<file path="config.mk">
export PLATFORM = sky130hd
export DESIGN_NAME = trace_arbiter
export DESIGN_NICKNAME = d
export VERILOG_FILES = /design/src/rtl/trace_pkg.sv /design/src/rtl/trace_arbiter.sv
export SDC_FILE = /design/constraint.sdc
export NUM_CORES = 1
export LEC_CHECK = 0
export CAP_MARGIN = 0
export CORE_MARGIN = 2
export CORE_UTILIZATION = 30
export DETAILED_ROUTE_END_ITERATION = 16
export DONT_BUFFER_PORTS = 1
export PLACE_DENSITY = 0.44
export SLEW_MARGIN = 20
export SYNTH_ARGS = -nofsm -noshare
export SYNTH_HDL_FRONTEND = slang
export SYNTH_SLANG_ARGS = --single-unit
</file>
<file path="constraint.sdc">
create_clock -name clk -period 5.6 [get_ports clk]
set_input_delay 1.12 -clock clk [delete_from_list [all_inputs] [get_ports clk]]
set_output_delay 1.12 -clock clk [all_outputs]
set_load 0.05 [all_outputs]
</file>
<file path="src/rtl/trace_pkg.sv">
// rtl/trace_pkg.sv - shared trace character constants and arbiter state encoding
package trace_pkg;

  localparam logic [7:0] CH_START = 8'h5E;
  localparam logic [7:0] CH_END   = 8'h23;
  localparam logic [7:0] CH_FILL  = 8'h00;

  typedef enum logic [1:0] {
    ST_IDLE  = 2'd0,
    ST_PASS  = 2'd1,
    ST_ABORT = 2'd2
  } trace_state_e;

endpackage

</file>
<file path="src/rtl/trace_arbiter.sv">
// rtl/trace_arbiter.sv - whole-frame arbiter sharing one trace checker between two requesters
module trace_arbiter
  import trace_pkg::*;
#(
  parameter int TIMEOUT = 16,
  parameter int CW      = 16
) (
  input  logic          clk,
  input  logic          reset,
  input  logic          req0_valid,
  input  logic [7:0]    req0_char,
  output logic          req0_ready,
  input  logic          req1_valid,
  input  logic [7:0]    req1_char,
  output logic          req1_ready,
  output logic [7:0]    out_char,
  output logic          out_valid,
  output logic [1:0]    grant,
  output logic          frame_done,
  output logic          abort,
  output logic [CW-1:0] frame_cnt
);

  localparam int SW = $clog2(TIMEOUT + 1);

  trace_state_e  state_q, state_d;
  logic          rr_q, rr_d;
  logic [SW-1:0] stall_q, stall_d;
  logic [7:0]    out_char_q, out_char_d;
  logic          out_valid_q, out_valid_d;
  logic [1:0]    grant_q, grant_d;
  logic          frame_done_q, frame_done_d;
  logic          abort_q, abort_d;
  logic [CW-1:0] frame_cnt_q, frame_cnt_d;

  logic       start0, start1, win1;
  logic       own_valid;
  logic [7:0] own_char;
  logic       rdy0, rdy1;

  assign start0    = req0_valid && (req0_char == CH_START);
  assign start1    = req1_valid && (req1_char == CH_START);
  assign win1      = start1 && (!start0 || rr_q);
  assign own_valid = grant_q[1] ? req1_valid : req0_valid;
  assign own_char  = grant_q[1] ? req1_char  : req0_char;

  always_comb begin
    state_d      = state_q;
    rr_d         = rr_q;
    stall_d      = stall_q;
    out_char_d   = out_char_q;
    out_valid_d  = 1'b0;
    grant_d      = grant_q;
    frame_done_d = 1'b0;
    abort_d      = 1'b0;
    frame_cnt_d  = frame_cnt_q;
    rdy0         = 1'b0;
    rdy1         = 1'b0;

    case (state_q)
      ST_IDLE: begin
        // Non-start characters are swallowed to resync; only the winning '^' is held off from nobody.
        rdy0 = req0_valid && (!start0 || !win1);
        rdy1 = req1_valid && (!start1 || win1);
        if (start0 || start1) begin
          out_char_d  = CH_START;
          out_valid_d = 1'b1;
          grant_d     = win1 ? 2'b10 : 2'b01;
          stall_d     = '0;
          state_d     = ST_PASS;
        end
      end
      ST_PASS: begin
        rdy0 = grant_q[0];
        rdy1 = grant_q[1];
        if (own_valid) begin
          out_char_d  = own_char;
          out_valid_d = 1'b1;
          stall_d     = '0;
          if (own_char == CH_END) begin
            frame_done_d = 1'b1;
            frame_cnt_d  = frame_cnt_q + CW'(1);
            grant_d      = 2'b00;
            rr_d         = grant_q[0];
            state_d      = ST_IDLE;
          end
        end else begin
          stall_d = stall_q + SW'(1);
          if (stall_q == SW'(TIMEOUT - 1)) begin
            state_d = ST_ABORT;
          end
        end
      end
      ST_ABORT: begin
        out_char_d  = CH_FILL;
        out_valid_d = 1'b1;
        abort_d     = 1'b1;
        grant_d     = 2'b00;
        rr_d        = grant_q[0];
        stall_d     = '0;
        state_d     = ST_IDLE;
      end
      default: begin
        state_d = ST_IDLE;
        grant_d = 2'b00;
      end
    endcase
  end

  always_ff @(posedge clk or negedge reset) begin
    if (!reset) begin
      state_q      <= ST_IDLE;
      rr_q         <= 1'b0;
      stall_q      <= '0;
      out_char_q   <= CH_FILL;
      out_valid_q  <= 1'b0;
      grant_q      <= 2'b00;
      frame_done_q <= 1'b0;
      abort_q      <= 1'b0;
      frame_cnt_q  <= '0;
    end else begin
      state_q      <= state_d;
      rr_q         <= rr_d;
      stall_q      <= stall_d;
      out_char_q   <= out_char_d;
      out_valid_q  <= out_valid_d;
      grant_q      <= grant_d;
      frame_done_q <= frame_done_d;
      abort_q      <= abort_d;
      frame_cnt_q  <= frame_cnt_d;
    end
  end

  // Readies are combinational, so they must be forced low while reset is held.
  assign req0_ready = reset && rdy0;
  assign req1_ready = reset && rdy1;
  assign out_char   = out_char_q;
  assign out_valid  = out_valid_q;
  assign grant      = grant_q;
  assign frame_done = frame_done_q;
  assign abort      = abort_q;
  assign frame_cnt  = frame_cnt_q;

endmodule

</file>
; ---- Yosys cells after proc, flatten, opt, wreduce, memory -nomap -nowiden
; Cells that the tools add are included.
[totals]
reg_bits = 37
wordCells = 74
[op_classes]
add_sub_neg = 2
eq_ne = 11
n_mux = 29
reduce_logical = 23
[ops]
columns = op, n
row1 = 2-to-1 mux 8 bit, 3
row2 = one-hot mux 8 bit (3 select lines), 1
row3 = adder 16 x 1 -> 16 bit (second input constant), 1
row4 = == test 8 x 7 -> 1 bit (second input constant), 2
row5 = one-hot mux 5 bit (3 select lines), 1
row6 = AND reduction 3 bit, 5
row7 = 2-to-1 mux 2 bit, 7
row8 = 2-to-1 mux 5 bit, 2
row9 = 2-to-1 mux 1 bit, 9
row10 = == test 8 x 6 -> 1 bit (second input constant), 1
row11 = one-hot mux 2 bit (2 select lines), 2
row12 = logical AND 1 bit, 7
row13 = != test 2 bit (second input constant), 3
row14 = != test 3 bit (second input constant), 2
row15 = one-hot mux 1 bit (2 select lines), 3
row16 = adder 5 x 1 -> 5 bit (second input constant), 1
row17 = == test 5 x 4 -> 1 bit (second input constant), 1
row18 = logical OR 1 bit, 4
row19 = logical NOT 1 bit, 3
row20 = one-hot mux 1 bit (3 select lines), 1
row21 = nonzero test 3 bit, 1
row22 = == test 2 x 1 -> 1 bit (second input constant), 1
row23 = == test 2 bit (second input constant), 1
row24 = logical NOT 2 bit, 1
row25 = 2 further kinds, 2

; ---- Longest topological paths before layout
; Gate-level depths: netlist of run 1.
[depth]
word_depth = 10
ltp_mapped = 8
ltp_nobuf = 6

; ---- Worst setup path before layout of run 1
; Ideal clock, no wire load.
[synth_timing]
kind = input to output
from = input port req1_char[0]
to = output port req0_ready
t_arrival_ps = 2269
required_time_ps = 4480
slack_ps = 2211
cell_stages = 5
path_buffers = 0
path_cell_list = nand4b_1 > nor4_2 > nand3_1 > a32oi_1 > nor2b_1
[synth_via]
elab_chain_cells = 8
[synth_rtl]
columns = element, line
row1 = start: declaration, trace_arbiter.sv:14  ; input logic [7:0] req1_char,
row2 = == test 8 x 7 -> 1 bit, trace_arbiter.sv:42  ; assign start1 = req1_valid && (req1_char == CH_START);
row3 = logical AND 1 bit, trace_arbiter.sv:42
row4 = logical AND 1 bit, trace_arbiter.sv:43  ; assign win1 = start1 && (!start0 || rr_q);
row5 = logical NOT 1 bit, trace_arbiter.sv:63  ; rdy0 = req0_valid && (!start0 || !win1);
row6 = logical OR 1 bit, trace_arbiter.sv:63
row7 = logical AND 1 bit, trace_arbiter.sv:63
row8 = one-hot mux 1 bit (2 select lines), trace_arbiter.sv:60  ; case (state_q)
row9 = logical AND 1 bit, trace_arbiter.sv:135  ; assign req0_ready = reset && rdy0;
row10 = end: declaration, trace_arbiter.sv:12  ; output logic req0_ready,
; Every way passes these cells.

; ---- Worst setup path in the final report of run 1
; Same ends and word-level chain as after synthesis.

==> results of run 1 <==
-- synthesized netlist by cell type (all sizes together) --
cell type  number
or4b            1
nor3            8
clkbuf          2
nand4bb         1
nor4            4
a21oi          10
and2            3
o2bb2ai         3
nand2b          3
nand4           1
nor2           10
nand2          16
buf             5
xnor2           3
a31oi           1
nand3b          1
and3            6
a211o           2
a311oi          5
nand3          16
nor2b           2
nor3b           1
a31o            1
or4             2
xor2           12
o211ai          3
mux2i           6
ha              7
a32oi           2
nor4b           1
dfrtp          37
inv            13
mux2            5
o2111ai         1
nand4b          2
o21ai           5
o31ai           2
o31a            1
o22ai           3
-- kinds of logic after synthesis --
family | share of synthesized area (%)
and+or+nand+nor | 22.3
AOI/OAI and AO/OA | 14.4
DFF | 43.6
buffers and inverters | 3.95
xor gates and xnor gates | 6.19
muxes | 5.48
adders and majority gates | 4.12
-- worst max path at each step --
| stage | start | to | slack (ps) | cells past startpoint |
|---|---|---|---|---|
| after floorplan | req1_char[0] | req0_ready | 2210 | 5 |
| after global placement | req1_char[0] | req0_ready | 2040 | 5 |
| after detailed placement | req1_char[0] | req0_ready | 2010 | 5 |
| after CTS | req1_char[0] | req0_ready | 1990 | 5 |
| after global routing | req1_char[0] | req1_ready | 1880 | 5 |
| final | req1_char[0] | req0_ready | 2010 | 5 |
-- worst min-delay path, stage by stage, from the launching register on --
cell and delay [ps]:
dfrtp_1 350, nand2_1 50, o31ai_1 50
-- power by group through the flow --
stage / Combinational (uW) / Sequential (uW) / Clock [uW]
final: 94.7 / 375 / 231
after global routing: 104 / 379 / 257
after CTS: 95.9 / 376 / 244
after detailed placement: 94.7 / 382 / 0
after global placement: 95.1 / 382 / 0
after floorplan: 90.4 / 367 / 0
-- per-layer routing --
metal	part of all wire, %	track usage (%)	vias up
li1	-	-	757
met1	42	16.0	771
met2	50	23.1	35
met3	7.5	5.47	4
met4	1.1	4.27	0
met5	0	0	-
-- per-stage QoR --
step | utilization [%] | area (sq um) | power (uW) | worst slack (ps)
4_1_cts | 34.2 | 2330 | 716 | 1990
2_1_floorplan | - | 2120 | 457 | 2210
3_3_place_gp | 32.5 | 2220 | 477 | 2040
3_5_place_dp | 32.5 | 2220 | 477 | 2010
6_report | 34.2 | 2330 | 700 | 2010
5_1_grt | 34.2 | 2330 | 740 | 1880
-- flip-flops by register name (all words and copies together) (netlist names) --
signal,count
stall_q,5
out_valid,1
out_char,8
frame_cnt,16
frame_done,1
grant,2
state_q,2
rr_q,1
abort,1
-- layout make-up --
class	count	area [sq um]
Tap cell	96	120
Sequential cell	37	926
Fill cell	733	4500
Clock buffer	6	72.6
Multi-Input combinational cell	150	1110
Timing Repair Buffer	2	15.0
Clock inverter	2	38.8
Inverter	13	48.8
==> results.md, run 1 <==
- The power density normalized to cell area is 300 mW/mm^2.
- The net switching power is 243 uW.
- The endpoint identified for the worst register-to-register timing path is rr_q$_DFFE_PN0P_.
- Data arrives at the worst endpoint at 2470 ps.
- The routability congestion estimate from global placement is 0.787.
- The standby leakage power is 0.000997 uW.
- Together, buffers and inverters on the worst path number 0.
- A synthesized cell averages 10.3 sq um.
- The share of final-layout standard cells stronger than drive strength 1 is 12.9%.
- The time the final worst path needs with I/O delays and setup is 3590 ps.
- The run finished with clean final reports.
- The mapped netlist covers 0.00212 sq mm.
- VDD sags by at most 0.102 mV.
- The count of final hold-check violations came to 0.
- In the routed layout, each cell is associated on average with a via count of 5.12.
- The final HPWL from detailed placement is 3730 um.
- The share of total power dissipated in sequential elements is 53.6%.
- The number of nets in the layout is 236.
- The setup skew after layout is 4.98 ps.
- Traced cell by cell, the critical path runs through nand4b_1 > nor4_2 > nand3_1 > a32oi_1 > nor2b_1.
- The maximum achievable frequency is 278 MHz.
- Once the clock tree was built, the resizer swapped 0 gates to a different size.
- For hold timing, the worst endpoint is stall_q[4]$_DFFE_PN0P_.
- The maximum net fanout on the critical path is 7.
- On the worst path, the slowest cell contributes a delay of 530 ps.
- The measured slew at the worst slew-check pin is 932 ps.
- The global-route wire length before repair is 8100 um.
- The total area inside the core boundary comes to 0.00683 sq mm.
- Relative to the synthesized area, the layout overhead comes to 9.96%.
- Input and output buffers added on the ports amount to 0.
- After technology mapping, the gate count stands at 207.
- The detailed-routing iteration count for the pre-antenna-repair pass is 4.
- The CTS tree is yes.
- The die width is 88.1 um.
- The final wirelength is 4920 um.
- The switching part of the total is 34.6%.
- The initial antenna violation count is 0.
- After the flow finishes, the layout carries non-filler instances totaling 306.
- The count of vias placed by the detailed router is 1567.
- Counting tap cells, the placed design contains a total of 298 instances.
- The number of buffers on the longest clock path is 2.
- Clock tree synthesis inserted a total of 5 buffers.
- The number of antenna diodes is 0.
- Hold timing on the final database bottoms out at a slack of 491 ps.
- The number of design-rule violations left by the first detailed-router iteration is 52.
- By startpoint and endpoint, the worst setup path is classified as in2out.
- By area the synthesized netlist is led by dfrtp_1 (44%), xor2_1 (4.9%), ha_1 (4.1%).
- The startpoint of the lowest-slack hold path is stall_q[4]$_DFFE_PN0P_.
- After clock tree synthesis, the clock-pin slew on the worst setup and hold paths is 70 ps.
- For this design, the CTS-stage hold fixing added 0 buffers.
- The number of global-route vias before repair is 1603.
- Setup repair after global routing left no endpoint under its margin.
- The total overflow left after global routing is 0.
- The slowest stage cell on the critical path is nor4_2.
- Grouping stages by cell kind, the critical path spends the most delay in simple AND/OR/NAND/NOR gates.
- The total count of max-transition violations in the final report is 0.
- Cell internal power was estimated by the tool at 458 uW.
- The number of max-cap violations is 0.
- The synthesized netlist contains 44 unique library cells.
- In the final routed layout, each cell accounts on average for 16.1 um.
- The detail route stage leaves a number of antenna-violating nets equal to 0.
- The worst hold path was traced through 2 stages.
- During I/O placement, the number of pins put on the boundary was 51.
- Summed over all instances, the cell type with the most area after synthesis is dfrtp_1.
- The number of H-tree levels is 2.
- The total global-route track usage is 13.7%.
- The library cell used most frequently in the layout, excluding fill and tap cells, is dfrtp_1.
- The number of post-CTS setup repair buffers is 0.
- The share of the synthesized area in the top cell type is 43.6%.
- The floorplan step defined a die boundary enclosing 0.00777 sq mm.
- The initial core utilization is 31.1%.
- STA puts the critical path data required time at 4480 ps.
- The nature of the critical path startpoint is an input port.
- After floorplanning, the core was divided into 30 placement rows.
- The synthesized flop and latch total is 37.
- The later pin in the worst-skew pair is clocked with a latency of 280 ps.
- The endpoint class of the critical path is an output port.
- The startpoint identified for the worst register-to-register timing path is state_q[1]$_DFFE_PN0P_.
- The vertical die dimension is 88.1 um.
- For this run, the number of Yosys warnings is 0.
- The depth of the worst register-to-register path is 6.
- The count of final setup violators is 0.
- The worst slew margin relative to its limit is 37.8%.
- Entering global routing, the biggest net connects 40 pins.
- The total clock sinks is 37.
- The share of the cycle needed by the critical path after routing is 64.1%.
- The detailed-route DRC error count is 0.
- Synthesis produced a netlist with a net count of 234.
- The worst register-to-register path has a setup slack of 3000 ps.
- The clock root buffer is clkbuf_8.
- The portion of the post-synthesis area used by sequential elements is 43.6%.
- The share of total power dissipated in combinational logic is 13.5%.
- The total negative setup slack is 0 ps.
- The min-delay analysis places its worst path in the category reg2reg.
- The top cell types in the final layout, fill and taps aside, are dfrtp_1 (37), nand2_1 (16), nand3_1 (16), inv_1 (13), xor2_1 (12).
- In this run, the clock network consumes 32.9% of the power.
(Power assumes the default switching activity.)
==> run 2: changes to the inputs <==
- PLACE_DENSITY: 0.44 -> 0.45
- clock period: 5.6 -> 3.2 ns (I/O delays scaled with it)
==> results.md, run 2 (synthesized netlist as in run 1, its figures left out) <==
- The flow ran to the end, and the final reports show no timing, DRC or antenna violations.
- The setup skew after layout is 5.12 ps (+0.147 ps).
- The post-detailed-route count of antenna-violating nets came to 0 (unchanged).
- The clock root buffer is clkbuf_8.
- The type of the tightest min-delay check is in2async.
- Tracing the worst setup path back leads to its startpoint at state_q[1]$_DFFE_PN0P_.
- The endpoint class of the critical path is an output port.
- The initial antenna violation count was 0 (unchanged).
- The clock latency at the later pin of the worst-skew pair came to 290 ps (about the same).
- The power density normalized to cell area is 501 mW/mm^2 (+67%).
- The clock slew at the register clock pins of the worst setup and hold paths is 80 ps (about the same).
- Compared with the post-synthesis result, the final layout area differs by 9.31%.
- After layout, the minimum clock period comes to 2800 ps.
- The number of gates resized after cts is 0 (unchanged).
- The average detailed-routed wire length per instance is 16.3 um (+1.4%).
- In the layout the commonest cells are dfrtp_1 (37), nand2_1 (16), nand3_1 (16), inv_1 (13), xor2_1 (12).
- The count of final hold-check violations is 0 (unchanged).
- The total count of max-transition violations in the final report came to 0 (unchanged).
- STA classifies the critical path startpoint as a flip-flop.
- The arrival time reported for the critical path endpoint came to 2160 ps (-310 ps).
- The total global-route track usage was 14.4% (+0.68 points).
- The area inside the core boundary is 0.00683 sq mm (unchanged).
- The standby leakage power was 0.000992 uW (-0.54%).
- The endpoint required time on the critical path is 2560 ps (-1920 ps).
- Setup repair after global routing left no endpoint under its margin.
- The maximum vdd drop is 0.171 mV (+67%).
- TritonCTS built the clock tree.
- The number of cells on the critical path is 4 (-1).
- The setup path with the least slack is of type reg2out.
- The count of final setup violators was 0 (unchanged).
- The reg-to-reg endpoint is rr_q$_DFFE_PN0P_.
- The critical path's largest stage delay is 750 ps (+220 ps).
- The vertical die dimension is 88.1 um (unchanged).
- The number of global-route vias before repair came to 1649 (+2.9%).
- The count of vias placed by the detailed router was 1563 (-0.26%).
- The number of antenna diodes is 0 (unchanged).
- The detailed-routing iteration count for the pre-antenna-repair pass is 4 (unchanged).
- The kind of cell adding the most delay to the critical path is simple AND/OR/NAND/NOR gates.
- The initial core utilization is 31.1% (unchanged).
- The maximum net fanout on the critical path is 14 (+7).
- The vias per cell was 5.09 (-0.58%).
- The number of buffers on the longest clock path is 2 (unchanged).
- The minimum setup slack among reg-to-reg paths is 630 ps (-2370 ps).
- The most common cell after layout, fill and taps aside is dfrtp_1.
- The total clock sinks is 37 (unchanged).
- The detailed-route DRC error count came to 0 (unchanged).
- The number of H-tree levels came to 2 (unchanged).
- The maximum achievable frequency is 357 MHz.
- The final HPWL from detailed placement came to 3750 um (+0.43%).
- The depth of the worst register-to-register path is 6 (unchanged).
- The worst slew margin relative to its limit is 37.8% (+0.089 points).
- The global-route congestion overflow total is 0 (unchanged).
- The sum of internal, switching and leakage power is 1160 uW (+66%).
- In this run the critical register-to-register path is launched from state_q[1]$_DFFE_PN0P_.
- Following the worst setup path forward leads to its endpoint at req0_ready.
- The largest net degree at the start of global routing is 40 (unchanged).
- The flip-flop count of the largest register, all copies and words added is 16 (unchanged).
- The number of placement rows was 30 (unchanged).
- The number of nets in the layout is 237 (+0.42%).
- The number of design-rule violations left by the first detailed-router iteration is 90 (+73%).
- The number of post-CTS setup repair buffers is 0 (unchanged).
- The number of buffers inserted during clock tree synthesis was 5 (unchanged).
- The share of final-layout standard cells stronger than drive strength 1 is 13.7% (+0.89 points).
- The count of boundary I/O pins is 51 (unchanged).
- The count of hold buffers inserted by post-cts repair is 0 (unchanged).
- The total die area came to 0.00777 sq mm (unchanged).
- The number of max-cap violations is 0 (unchanged).
- The die width is 88.1 um (unchanged).
- The routability congestion estimate from global placement is 0.805 (+2.3%).
- The measured slew at the worst slew-check pin is 930 ps (-1.33 ps).
- The global-route wire length before repair was 8530 um (+5.3%).
- The number of buffers inserted by port buffering is 0 (unchanged).
- The buffer and inverter count on the worst path came to 1 (+1).
- The filler cell count in the final layout is 737 (+0.55%).
- The share of the cycle needed by the critical path after routing is 87.5%.
- The total negative setup slack came to 0 ps (unchanged).
- The slowest stage cell on the critical path is nor2b_1.
- The final wirelength is 5010 um (+1.7%).
- Walking the worst path, the cells encountered are inv_1 > ha_1 > a32oi_1 > nor2b_1.
[run 2: report_power, final]
part | internal [uW] | leakage (uW) | switching, uW
clock network | 155 | 0.0000445 | 183
logic | 63.7 | 0.000465 | 98.9
registers | 503 | 0.000482 | 159
total | 721 | 0.000992 | 441
[run 2: worst min-delay path by stage]
| stage | start | endpoint | slack (ps) |
|---|---|---|---|
| CTS | reset | out_char[3]$_DFFE_PN0P_ | 20 |
| global placement | reset | grant[0]$_DFFE_PN0P_ | 350 |
| finish | reset | grant[1]$_DFFE_PN0P_ | 30 |
| global route | reset | frame_cnt[8]$_DFFE_PN0P_ | 6 |
| detailed placement | reset | grant[0]$_DFFE_PN0P_ | 350 |
| floorplan | reset | abort$_DFF_PN0_ | 340 |
[run 2: layer usage]
| metal | track usage (%) | vias to the layer above | share of wire, % |
|---|---|---|---|
| met3 | 5.09 | 11 | 6.8 |
| met4 | 5.51 | 0 | 2.0 |
| li1 | - | 761 | - |
| met2 | 22.2 | 42 | 46 |
| met1 | 18.5 | 749 | 45 |
| met5 | 0 | - | 0 |
[run 2: worst register-to-register path: cells and delay by family, from the launching register on]
family | cells | cell delay [ps]
adders and majority gates | 1 | 490
and+or+nand+nor | 1 | 450
AOI/OAI and AO/OA | 2 | 650
buffers and inverters | 1 | 100
muxes | 1 | 370
DFF | 1 | 400
[run 2: through the flow]
step	hold slack (ps)	std cells	setup WS (ps)	area [sq um]	util (%)
CTS	16.3	307	389	2320	34.0
detailed placement	345	299	621	2230	32.7
global route	6.25	307	225	2320	34.0
global placement	345	299	640	2230	32.7
finish	28.5	307	399	2320	34.0
floorplan	344	207	755	2120	-
[run 2: final cells by class]
type                       count  area [sq um]  area share (%)
timing repair buffer           3          22.5           0.970
clock buffer                   5          68.8            2.96
sequential                    37           926            39.9
multi-input combinational    150          1110            48.0
inverter                      13          48.8            2.10
clock inverter                 3          21.3           0.916
tap                           96           120            5.18
